### src/rtl/pipe_ctrl_pkg.sv
// Shared types and constants for the pipeline control unit:
// ecall FSM encoding, 2-bit counter values and the saturating step.
package pipe_ctrl_pkg;

  typedef enum logic [1:0] {
    RUN   = 2'd0,
    DRAIN = 2'd1,
    HALT  = 2'd2
  } fsm_e;

  localparam logic [1:0] SNT = 2'd0;
  localparam logic [1:0] WNT = 2'd1;
  localparam logic [1:0] WT  = 2'd2;
  localparam logic [1:0] ST  = 2'd3;

  function automatic logic [1:0] sat_step(input logic [1:0] ctr, input logic taken);
    if (taken) return (ctr == ST) ? ST : ctr + 2'd1;
    else       return (ctr == SNT) ? SNT : ctr - 2'd1;
  endfunction

endpackage

### src/rtl/bht_2bit.sv
// Branch history table of 2-bit saturating counters: one combinational read
// port, one falling-edge update port. Same-index read/write shows the old value.
module bht_2bit
  import pipe_ctrl_pkg::*;
#(
  parameter int         IDX_W    = 4,
  parameter logic [1:0] BHT_INIT = WNT
) (
  input  logic             clk,
  input  logic             rst,
  input  logic [IDX_W-1:0] rd_idx,
  output logic [1:0]       rd_ctr,
  input  logic             wr_en,
  input  logic [IDX_W-1:0] wr_idx,
  input  logic             wr_taken
);

  logic [1:0] ctr [2**IDX_W];

  // NOTE: this table must be reset entry by entry so every counter starts at
  // BHT_INIT; a flop array without reset would power up to unknown predictions.
  always_ff @(negedge clk or negedge rst) begin
    if (!rst) begin
      for (int i = 0; i < 2**IDX_W; i++) ctr[i] <= BHT_INIT;
    end else if (wr_en) begin
      ctr[wr_idx] <= sat_step(ctr[wr_idx], wr_taken);
    end
  end

  assign rd_ctr = ctr[rd_idx];

endmodule

### src/rtl/branch_hazard_ctrl.sv
// Pipeline control for the 5-stage core: mispredict redirect/flush, load-use
// stall, branch prediction via the BHT, and the ecall drain/halt sequence.
module branch_hazard_ctrl
  import pipe_ctrl_pkg::*;
#(
  parameter int         IDX_W     = 4,
  parameter logic [1:0] BHT_INIT  = 2'b01,
  parameter int         DRAIN_CYC = 2
) (
  input  logic        clk,
  input  logic        rst,
  input  logic [31:0] f_pc,
  output logic        guess,
  input  logic [4:0]  d_rs1_index,
  input  logic [4:0]  d_rs2_index,
  input  logic [4:0]  e_rd_index,
  input  logic        e_wb_sel,
  input  logic        e_wb_en,
  input  logic [31:0] m_pc,
  input  logic        m_is_branch,
  input  logic        m_is_jalr,
  input  logic        m_branch_taken,
  input  logic        m_guess,
  input  logic [31:0] m_jb_addr,
  input  logic        m_ecall,
  output logic        stall_fd,
  output logic        flush_fd,
  output logic        flush_de,
  output logic        flush_em,
  output logic        redirect,
  output logic [31:0] redirect_pc,
  output logic        halt
);

  localparam int CNT_W = (DRAIN_CYC > 2) ? $clog2(DRAIN_CYC) : 1;

  fsm_e             state;
  logic [CNT_W-1:0] drain_cnt;
  logic [1:0]       rd_ctr;
  logic             run;
  logic             mis;
  logic             lu;
  logic             unused_pc_bits;

  assign unused_pc_bits = ^{f_pc[31:IDX_W+2], f_pc[1:0]};

  bht_2bit #(
    .IDX_W    (IDX_W),
    .BHT_INIT (BHT_INIT)
  ) u_bht (
    .clk      (clk),
    .rst      (rst),
    .rd_idx   (f_pc[IDX_W+1:2]),
    .rd_ctr   (rd_ctr),
    .wr_en    (m_is_branch & run),
    .wr_idx   (m_pc[IDX_W+1:2]),
    .wr_taken (m_branch_taken)
  );

  assign guess = rd_ctr[1];

  // Once draining or halted the pipe is frozen, so mispredicts are ignored.
  assign run = (state == RUN);
  assign mis = run & (m_is_jalr | (m_is_branch & (m_branch_taken ^ m_guess)));
  assign lu  = e_wb_sel & e_wb_en & (e_rd_index != 5'd0) &
               ((e_rd_index == d_rs1_index) | (e_rd_index == d_rs2_index));

  assign redirect = mis;
  assign flush_fd = mis;
  assign flush_em = mis;
  assign flush_de = mis | lu | ~run;
  assign stall_fd = ~mis & (lu | ~run);

  // NOTE: every signal written in always_comb gets a default first, otherwise
  // the paths that skip an assignment infer a latch.
  always_comb begin
    redirect_pc = 32'd0;
    if (mis) redirect_pc = (m_is_jalr | m_branch_taken) ? m_jb_addr : m_pc + 32'd4;
  end

  // NOTE: sequential state uses non-blocking assignments so all registers
  // sample their inputs before any of them change on the edge.
  always_ff @(negedge clk or negedge rst) begin
    if (!rst) begin
      state     <= RUN;
      drain_cnt <= '0;
      halt      <= 1'b0;
    end else begin
      case (state)
        RUN: if (m_ecall && !mis) begin
          state     <= DRAIN;
          drain_cnt <= CNT_W'(DRAIN_CYC - 1);
        end
        DRAIN: if (drain_cnt == '0) begin
          state <= HALT;
          halt  <= 1'b1;
        end else begin
          drain_cnt <= drain_cnt - 1'b1;
        end
        HALT: ;
        default: state <= RUN;
      endcase
    end
  end

endmodule

### config.mk
export PLATFORM = sky130hd
export DESIGN_NAME = branch_hazard_ctrl
export DESIGN_NICKNAME = d
export VERILOG_FILES = /design/src/rtl/pipe_ctrl_pkg.sv /design/src/rtl/bht_2bit.sv /design/src/rtl/branch_hazard_ctrl.sv
export SDC_FILE = /design/constraint.sdc
export NUM_CORES = 1
export LEC_CHECK = 0
export ABC_AREA = 1
export BUFFER_PORTS_ARGS = -buffer_cell sky130_fd_sc_hd__buf_2
export CORE_ASPECT_RATIO = 0.8
export CORE_MARGIN = 1.5
export CORE_UTILIZATION = 35
export CTS_BUF_LIST = sky130_fd_sc_hd__clkbuf_4 sky130_fd_sc_hd__clkbuf_8
export DETAILED_ROUTE_END_ITERATION = 8
export PLACE_DENSITY = 0.6
export REMOVE_ABC_BUFFERS = 1
export SYNTH_ARGS = -nofsm -noshare
export SYNTH_HDL_FRONTEND = slang
export SYNTH_SLANG_ARGS = --single-unit
export TNS_END_PERCENT = 5
### constraint.sdc
create_clock -name clk -period 2.52 [get_ports clk]
set_input_delay 0 -clock clk [delete_from_list [all_inputs] [get_ports clk]]
set_output_delay 0 -clock clk [all_outputs]
set_load 0.05 [all_outputs]
==> impl_metrics.tcl <==
set metrics [dict create \
    status "complete, but fails checks" \
    violations "negative setup slack" \
    skew_ns 0.0628 \
    ys_seq_area_share_pct 24.8 \
    p_seq_share_pct 37.7 \
    crit_start "state[0]$_DFFE_NN0P_" \
    r2r-end "u_bht.ctr[2]$_DFFE_NN1P_" \
    drtIter0Drc 282 \
    clkPwrFrac_pct 35.2 \
    dpl.hpwl_um 10300 \
    yosysWarnings 0 \
    power_leakage_nw 2.84 \
    hold_path.class "in2out" \
    cts.clk_slew.worst_paths_ns 0.05 \
    clock_sinks 36 \
    p_comb_share_pct 27.1 \
    synth_cell_type_count 36 \
    viasPerCell 4.82 \
    firstDrtPassIters 5 \
    clk_path_buf_depth 2 \
    drv_cap 0 \
    worstMarginPinSlew_ns 0.566 \
    num_antenna_cells 0 \
    critPathKind "reg2out" \
    power.switching_uw 531 \
    wire_per_inst_um 13.7 \
    r2r_start "u_bht.ctr[30]$_DFFE_NN1P_" \
    avgSynthCellArea_um2 5.77 \
    cp_max_fo 15 \
    ir_drop_uv 210 \
    hold_viol 0 \
    rsz0062_at_grt "yes" \
    report.final.slew_viol_count 0 \
    ff2ff_path_depth 12 \
    syn-cell-area_mm2 0.00371 \
    nNetsFinal 938 \
    grt_use_total_pct 23.4 \
    fp.dieW_um 118 \
    worstSetupEndpoint "redirect_pc[4]" \
    grt_pass1_vias 4197 \
    antenna_left 0 \
    relSlewSlack_pct 62.3 \
    cp-start-kind "flip-flop" \
    antenna_found_initial 0 \
    power.internal_mw 1.01 \
    swShare_pct 34.4 \
    gr-total-overflow 0 \
    dieArea_mm2 0.0112 \
    arrival_ns 2.79 \
    crit_path_end_kind "output port" \
    worstPathRequired_ns 2.52 \
    io_pins 159 \
    die_h_um 95.1 \
    root_buffer "clkbuf_8" \
    clk_latency_ns 0.35 \
    synth_seq_cells 36 \
    drc 0 \
    dp_slack_ns -0.219 \
    area_growth_syn_to_layout_pct 40.6 \
    finalPower_mw 1.54 \
    portBuffers 130 \
    fp.coreArea_mm2 0.0103 \
    final-setup-viol-count 37 \
    setup_slack_ns -0.265 \
    regToRegSetupSlack_ns 0.95 \
    start_util_pct 36.1 \
    min_from "m_jb_addr[1]" \
    htreeDepth 2 \
    grt_max_degree 52 \
    cts_buffers 5 \
    drive_gt1_share_pct 28.7 \
    fillers 1080 \
    synthCells 642 \
    routed_wl_um 13100 \
    gp_routability_congestion 0.967 \
    grt_pass1_wl_um 21000 \
    num_vias 4604 \
    power.density_mw_per_mm2 296 \
    rows 33 \
    tritoncts "built" \
]
-- kinds of logic (layout without fill, tap and decap cells) --
logic type	after synthesis	after routing	synth area share [%]
AOI/OAI and AO/OA	64	64	9.89
DFF	36	36	24.8
and+or+nand+nor	404	404	46.3
adders and majority gates	4	4	1.35
xor gates and xnor gates	19	19	4.49
buffers and inverters	115	288	13.2
-- layout make-up --
class | instances | area (µm²) | share of cell area, %
Multi-Input combinational cell | 491 | 2370 | 45.5
Timing Repair Buffer | 168 | 1210 | 23.3
Sequential cell | 36 | 921 | 17.7
Inverter | 96 | 375 | 7.20
Tap cell | 140 | 175 | 3.36
Clock buffer | 7 | 90.1 | 1.73
Clock inverter | 17 | 65.1 | 1.25
-- worst min-delay path by stage --
stage,end,cells past startpoint
6_report,redirect_pc[1],4
3_3_place_gp,redirect_pc[3],4
3_5_place_dp,redirect_pc[3],4
2_1_floorplan,redirect_pc[4],2
4_1_cts,redirect_pc[1],4
5_1_grt,redirect_pc[0],4
-- synthesized netlist by cell type --
cell type    n  area [µm²]
inv_4        1        6.26
nor2_1      99         372
nor3b_1      1        7.51
nand2_4      3        33.8
o21ai_1     10        50.1
or2_2        4        25.0
xor2_1      12         105
a311oi_1     1        8.76
nand4_1      5        31.3
o21ai_0     23         115
nor2_2       3        18.8
a21oi_1     18        90.1
clkbuf_1     6        22.5
inv_1       91         342
o31ai_1      1        7.51
xnor2_1      7        61.3
nand2_1    208         781
o21ai_4      1        16.3
or2_0        2        12.5
inv_2        4        15.0
dfrtn_1     20         500
nand2_2      3        18.8
o211ai_1     7        52.6
o221ai_1     2        17.5
a31o_2       1        8.76
buf_4        3        22.5
buf_2        4        20.0
nand3_1     56         280
ha_1         4        50.1
nor3_1      11        55.1
nand3b_1     5        37.5
buf_6        5        56.3
clkinv_1     1        3.75
nand3_2      2        20.0
nor2_4       2        22.5
dfstp_2     16         420
-- through the flow --
stage | instance area, µm² | setup TNS [ns] | utilization [%] | hold WS, ns | cells
final | 5210 | -6.53 | 50.7 | 0.366 | 955
after global routing | 5210 | -10.51 | 50.7 | 0.396 | 955
after CTS | 5140 | -7.68 | 50.0 | 0.363 | 956
after detailed placement | 4730 | -7.00 | 46.0 | 0.401 | 931
after global placement | 4730 | -6.20 | 46.0 | 0.399 | 931
after floorplan | 3590 | -27.09 | - | 0.280 | 624
-- cells in the final DEF (no fill, tap or decap), types with 12 or more instances in the layout --
master / count
nand3_1: 56
nand2_1: 207
buf_6: 35
buf_4: 38
a21oi_1: 13
dfrtn_1: 20
dfstp_2: 16
o21ai_1: 14
xor2_1: 12
inv_1: 104
buf_2: 91
nor2_1: 96
o21ai_0: 13
-- metal layers --
| metal | vias to the layer above | part of all wire, % | track usage (%) |
|---|---|---|---|
| met2 | 176 | 44 | 36.1 |
| met5 | - | 0 | 0 |
| met1 | 2084 | 48 | 33.7 |
| met3 | 6 | 7.7 | 5.02 |
| met4 | 0 | 0.59 | 4.67 |
| li1 | 2338 | - | - |
-- power by group through the flow --
stage	combinational (mW)	clock (mW)	sequential, mW
2_1_floorplan	0.175	0.0413	0.590
3_3_place_gp	0.401	0.0413	0.590
3_5_place_dp	0.402	0.0413	0.590
4_1_cts	0.410	0.552	0.582
5_1_grt	0.461	0.606	0.582
6_report	0.419	0.543	0.582
-- worst max-delay path, cell delays in order, from the launching register on --
cell and delay (ns):
dfrtn_1 0.35, nor2_2 0.14, nand2_2 0.11, buf_6 0.18, a311oi_4 0.25, buf_6 0.20
-- what timing repair did --
item                                    in CTS  in global routing
buffers inserted                             1                  0
pin swaps                                    2                  2
endpoints found under the setup margin      37                 54
hold endpoints to repair                     0                  0
hold buffers                                 0                  0
gates cloned                                 1                  0
gates resized for setup                     79                 34
-- sequential cells by signal, summed over array words and instances, names as in the netlist --
| register | count |
|---|---|
| drain_cnt | 1 |
| halt | 1 |
| state | 2 |
| u_bht.ctr | 32 |
Note: power is estimated with default switching activity, not from simulation.
